$ cat config.mk
export PLATFORM = sky130hd
export DESIGN_NAME = inst_fetch
export DESIGN_NICKNAME = d
export VERILOG_FILES = /design/src/rtl/inst_fetch.sv
export SDC_FILE = /design/constraint.sdc
export NUM_CORES = 1
export LEC_CHECK = 0
export CELL_PAD_IN_SITES_DETAIL_PLACEMENT = 0
export CELL_PAD_IN_SITES_GLOBAL_PLACEMENT = 1
export CORE_ASPECT_RATIO = 0.7
export CORE_MARGIN = 2
export CORE_UTILIZATION = 37
export CTS_CLUSTER_DIAMETER = 60
export DETAILED_ROUTE_END_ITERATION = 12
export HOLD_SLACK_MARGIN = 0.03
export MAX_ROUTING_LAYER = met4
export PLACE_DENSITY = 0.91
export SLEW_MARGIN = 25
export SYNTH_ARGS = -nofsm -noshare
export SYNTH_HDL_FRONTEND = slang
export SYNTH_SLANG_ARGS = --single-unit
$ cat constraint.sdc
create_clock -name clk -period 2.45 [get_ports clk]
set_input_delay 0.735 -clock clk [delete_from_list [all_inputs] [get_ports clk]]
set_output_delay 0.735 -clock clk [all_outputs]
set_load 0.1 [all_outputs]
$ cat src/rtl/inst_fetch.sv
`default_nettype none
// ============================================================================
// inst_fetch : RV32I fetch + field decode with one-entry skid buffer  (rev 1.0)
// ============================================================================
module inst_fetch #(
  parameter logic [31:0] RESET_PC = 32'h0000_0000
) (
  input  logic        clk,
  input  logic        rst,
  input  logic        stall,
  input  logic        redirect,
  input  logic [31:0] redirect_pc,
  output logic        imem_req,
  output logic [31:0] imem_addr,
  input  logic        imem_ack,
  input  logic [31:0] imem_rdata,
  output logic        valid,
  output logic [31:0] pc,
  output logic [2:0]  inst_type,
  output logic [2:0]  funct3,
  output logic [5:0]  funct7,
  output logic [31:0] imm,
  output logic [4:0]  rs,
  output logic [4:0]  rs2,
  output logic [4:0]  rd
);

  typedef enum logic [0:0] {
    ST_REQ  = 1'b0,
    ST_HOLD = 1'b1
  } state_t;

  localparam logic [2:0] c_T_R   = 3'd0;
  localparam logic [2:0] c_T_I   = 3'd1;
  localparam logic [2:0] c_T_S   = 3'd2;
  localparam logic [2:0] c_T_B   = 3'd3;
  localparam logic [2:0] c_T_U   = 3'd4;
  localparam logic [2:0] c_T_J   = 3'd5;
  localparam logic [2:0] c_T_BAD = 3'd7;

  state_t      r_state;
  logic [31:0] r_fetch_pc;
  logic [31:0] r_skid_inst;
  logic [31:0] r_skid_pc;

  logic [31:0] w_inst;
  logic [2:0]  w_type;
  logic [31:0] w_imm;
  logic        w_take;
  logic        w_unload;
  logic        w_bubble;
  logic        w_park;

  assign imem_req  = (r_state == ST_REQ);
  assign imem_addr = r_fetch_pc;

  // In HOLD the decoder looks at the parked word; otherwise at live memory data.
  assign w_inst   = (r_state == ST_HOLD) ? r_skid_inst : imem_rdata;
  assign w_take   = (r_state == ST_REQ)  &&  imem_ack && !stall;
  assign w_park   = (r_state == ST_REQ)  &&  imem_ack &&  stall;
  assign w_bubble = (r_state == ST_REQ)  && !imem_ack && !stall;
  assign w_unload = (r_state == ST_HOLD) && !stall;

  always_comb begin
    w_type = c_T_BAD;
    w_imm  = 32'h0;
    case (w_inst[6:0])
      7'b0110011: w_type = c_T_R;
      7'b0010011, 7'b0000011, 7'b1100111, 7'b1110011: begin
        w_type = c_T_I;
        w_imm  = {{20{w_inst[31]}}, w_inst[31:20]};
      end
      7'b0100011: begin
        w_type = c_T_S;
        w_imm  = {{20{w_inst[31]}}, w_inst[31:25], w_inst[11:7]};
      end
      7'b1100011: begin
        w_type = c_T_B;
        w_imm  = {{19{w_inst[31]}}, w_inst[31], w_inst[7], w_inst[30:25], w_inst[11:8], 1'b0};
      end
      7'b0110111, 7'b0010111: begin
        w_type = c_T_U;
        w_imm  = {w_inst[31:12], 12'b0};
      end
      7'b1101111: begin
        w_type = c_T_J;
        w_imm  = {{11{w_inst[31]}}, w_inst[31], w_inst[19:12], w_inst[20], w_inst[30:21], 1'b0};
      end
      default: begin
        w_type = c_T_BAD;
        w_imm  = 32'h0;
      end
    endcase
  end

  always_ff @(posedge clk) begin
    if (rst) begin
      r_state     <= ST_REQ;
      r_fetch_pc  <= RESET_PC;
      r_skid_inst <= 32'h0;
      r_skid_pc   <= 32'h0;
      valid       <= 1'b0;
      pc          <= 32'h0;
      inst_type   <= c_T_BAD;
      funct3      <= 3'h0;
      funct7      <= 6'h0;
      imm         <= 32'h0;
      rs          <= 5'h0;
      rs2         <= 5'h0;
      rd          <= 5'h0;
    end else if (redirect) begin
      // Any ack arriving this cycle belongs to the abandoned path and is dropped.
      r_state    <= ST_REQ;
      r_fetch_pc <= redirect_pc;
      valid      <= 1'b0;
      inst_type  <= c_T_BAD;
    end else begin
      if (w_take || w_unload) begin
        valid     <= 1'b1;
        pc        <= w_unload ? r_skid_pc : r_fetch_pc;
        inst_type <= w_type;
        funct3    <= w_inst[14:12];
        funct7    <= w_inst[30:25];
        imm       <= w_imm;
        rs        <= w_inst[19:15];
        rs2       <= w_inst[24:20];
        rd        <= w_inst[11:7];
      end else if (w_bubble) begin
        valid     <= 1'b0;
        inst_type <= c_T_BAD;
      end
      if (w_take || w_park) begin
        r_fetch_pc <= r_fetch_pc + 32'd4;
      end
      if (w_park) begin
        r_skid_inst <= imem_rdata;
        r_skid_pc   <= r_fetch_pc;
        r_state     <= ST_HOLD;
      end
      if (w_unload) begin
        r_state <= ST_REQ;
      end
    end
  end

endmodule
`default_nettype wire
==> results.sh <==
export IMPL_routed_wl_um=24000
export IMPL_yosysWarnings=0
export IMPL_dp_hpwl_um=17400
export IMPL_max_stage_delay_ns=0.43
export IMPL_routed_via_density=5.13
export IMPL_async_flop_share_pct=0
export IMPL_synth_cell_type_count=62
export IMPL_floorplan_initialDensity_pct=37.5
export IMPL_clk_latency_ns=0.43
export IMPL_cts_hold_buf=0
export IMPL_arrival_ns=2.70
export IMPL_wire_per_inst_um=16.8
export IMPL_start_kind="input port"
export IMPL_post_dp_cell_area_um2=10500
export IMPL_layout_drive_gt1_share_pct=24.5
export IMPL_cpMostUsedCell="buf_4"
export IMPL_numPortBuffers=193
export IMPL_die_area_um2=23100
export IMPL_area_delta_synth_final_pct=36.7
export IMPL_n_antenna_cell=0
export IMPL_p_leak_nw=4.28
export IMPL_syn_area_um2=8110
export IMPL_max_cap_viol_count=0
export IMPL_worst_ep_required_time_ns=2.77
export IMPL_path_cells="clkdlybuf4s50_1 -> buf_4 -> and3_1 -> o32a_1 -> o21ai_1 -> a2111oi_4 -> buf_4 -> a221o_1"
export IMPL_ant_nets=0
export IMPL_core_area_um2=21600
export IMPL_max_vdd_ir_drop_uv=463
export IMPL_cts_htree_levels=4
export IMPL_drtPass1Iterations=5
export IMPL_drc=0
export IMPL_status="finished, final reports clean"
export IMPL_fillers=2042
export IMPL_fin_nets=1206
export IMPL_hold_class="reg -> reg"
export IMPL_crit_path_end_kind="flip-flop"
export IMPL_crit_type="in -> reg"
export IMPL_synth_nets=994
export IMPL_worst_hold_slack_ns=0.454
export IMPL_clk_pin_slew_ns=0.07
export IMPL_die_width_um=181
export IMPL_fin_skew_ns=0.0115
export IMPL_fin_crit_sh_pct=97.2
export IMPL_ys_seq_area_share_pct=46.6
export IMPL_via_count=7325
export IMPL_stdcell_area_um2=11100
export IMPL_drt_iter0_drc=440
export IMPL_globalplace_congestion=0.872
export IMPL_ys_flop_type="dfxtp_1"
export IMPL_fin_util_pct=51.3
export IMPL_root_buffer="clkbuf_16"
export IMPL_die_y_um=128
export IMPL_grt_overflow_total=0
export IMPL_cts_buffers=17
export IMPL_grt_max_degree=103
export IMPL_tightest_slew_ns=0.547
export IMPL_rows=45
export IMPL_setup_viol_count_final=0
export IMPL_path_max_fanout=8
export IMPL_cp_top_family="compound AO/OA/AOI/OAI gates"
export IMPL_path_buf_inv=3
export IMPL_rsz0062_at_grt="false"
export IMPL_antenna_found_initial=0
export IMPL_cts_sinks=189
export IMPL_grtUsageTotal_pct=21.1
export IMPL_synth_edf_count=0
export IMPL_finalMaxSlewViolations=0
export IMPL_fin_ws_ns=0.0683
export IMPL_ys_ff_latch=189
export IMPL_crit_path_top_delay_cell="o32a_1"
export IMPL_min_period_ns=2.38
export IMPL_io_pins=194
export IMPL_pre_cts_ws_ns=-0.479
export IMPL_grt_pass1_vias=6825
export IMPL_cts_tree="yes"
export IMPL_p_per_area_nw_per_um2=688
export IMPL_hold_violations=0
export IMPL_grt_first_pass_wirelength_um=37400
export IMPL_max_slew_margin_pct=63.5
export IMPL_timing_fmax_ghz=0.420
export IMPL_cts_max_path_buffers=2
export IMPL_total_power_w=0.00763
export IMPL_avgSynthCellArea_um2=8.78
export IMPL_synth_cells=924
==> report_power, final <==
group          switching [W]  internal, W
logic                0.00107     0.000443
clock network        0.00123      0.00157
registers           0.000117      0.00319
==> synth_stat cells (all sizes together), types with 2 or more instances <==
master | number | area share (%)
a2111oi | 3 | 0.79
a211o | 2 | 0.22
a211oi | 56 | 5.2
a21oi | 74 | 4.6
a221o | 18 | 2.2
a221oi | 5 | 0.54
a22o | 2 | 0.22
a22oi | 5 | 0.59
a31oi | 5 | 0.39
and2 | 3 | 0.23
and3 | 7 | 0.54
and4 | 3 | 0.32
buf | 19 | 1.6
clkbuf | 47 | 2.2
dfxtp | 189 | 47
inv | 12 | 0.56
mux2 | 17 | 2.4
mux2i | 48 | 5.9
nand2 | 155 | 7.2
nand3 | 16 | 1.2
nand3b | 7 | 0.96
nand4 | 10 | 0.77
nor2 | 126 | 5.9
nor2b | 2 | 0.15
nor3 | 25 | 1.6
nor4 | 4 | 0.68
o211a | 2 | 0.25
o211ai | 3 | 0.28
o21ai | 11 | 0.68
or2 | 3 | 0.23
or3 | 4 | 0.31
or3b | 4 | 0.46
xnor2 | 10 | 1.1
xor2 | 13 | 1.4
==> per-stage QoR <==
stage	instances	TNS, ns
after global placement	1399	-11.43
after global routing	1429	0
final	1429	0
after CTS	1429	0
after detailed placement	1399	-12.41
after floorplan	924	-0.108
==> final timing paths <==
check / slack [ns] / startpoint / to / cells past startpoint
max: 0.07 / imem_rdata[5] / imm[14] / 8
min: 0.45 / r_skid_pc[16] / r_skid_pc[16] / 2
max reg2reg: 0.44 / r_state / imem_addr[29] / 6
min reg2reg: 0.45 / r_skid_pc[16] / r_skid_pc[16] / 2
==> placed cells by master, fill, tap and decap left out, types with 6 or more instances in the layout <==
cell / count
buf_4: 177
dfxtp_1: 174
nand2_1: 155
nor2_1: 122
a21oi_1: 74
clkdlybuf4s50_1: 67
a211oi_1: 56
mux2i_1: 48
nor3_1: 24
a221o_1: 18
mux2_2: 17
clkbuf_16: 17
dfxtp_2: 14
buf_12: 14
xor2_1: 13
nand3_1: 11
inv_1: 11
nand4_1: 10
xnor2_1: 10
o21ai_0: 9
and3_1: 6
==> kinds of logic (layout without fill, tap and decap cells) <==
kind of cell / count (synthesis) / in the layout / synth area share, %
xor+xnor: 23 / 23 / 2.48
mux: 65 / 65 / 8.28
buf+inv: 78 / 301 / 4.30
flops: 189 / 189 / 46.6
fa+ha+maj: 1 / 1 / 0.154
compound gates: 195 / 195 / 17.0
simple gates: 373 / 373 / 21.1
==> repair_timing <==
action / 4_1_cts / 5_1_grt
resized for setup: 2 / 1
setup endpoints to repair: 12 / 10
pin swaps: 0 / 0
setup buffers: 0 / 0
==> tightest hold or removal path, delay by kind of cell (launching register included) <==
family           cells  cell delay, ns
flip-flops           1            0.31
AND/OR/NAND/NOR      1            0.05
AO/OA/AOI/OAI        1            0.05
==> state kept, by name (all words and copies together) (netlist names), 3 cells and up <==
name,flops
pc,32
imm,32
imem_addr,32
rs2,5
rs,5
rd,5
r_skid_pc,32
funct7,6
inst_type,3
funct3,3
r_skid_inst,32
==> cell type report <==
type / count / area, um^2 / area share (%)
inverters: 12 / 45.0 / 0.406
clock inverters: 10 / 131 / 1.18
well taps: 282 / 353 / 3.18
repair buffers: 259 / 2290 / 20.7
flip-flops and latches: 189 / 3800 / 34.3
multi-input cells: 657 / 4010 / 36.1
clock buffers: 20 / 457 / 4.12
==> routing by layer <==
metal | global-route usage (%) | share of wire [%] | vias up
li1 | - | - | 3689
met1 | 30.2 | 51 | 3441
met2 | 30.5 | 43 | 176
met3 | 3.61 | 4.9 | 19
met4 | 6.12 | 1.2 | 0
met5 | - | 0 | -
Note: power is estimated with default switching activity, not from simulation.
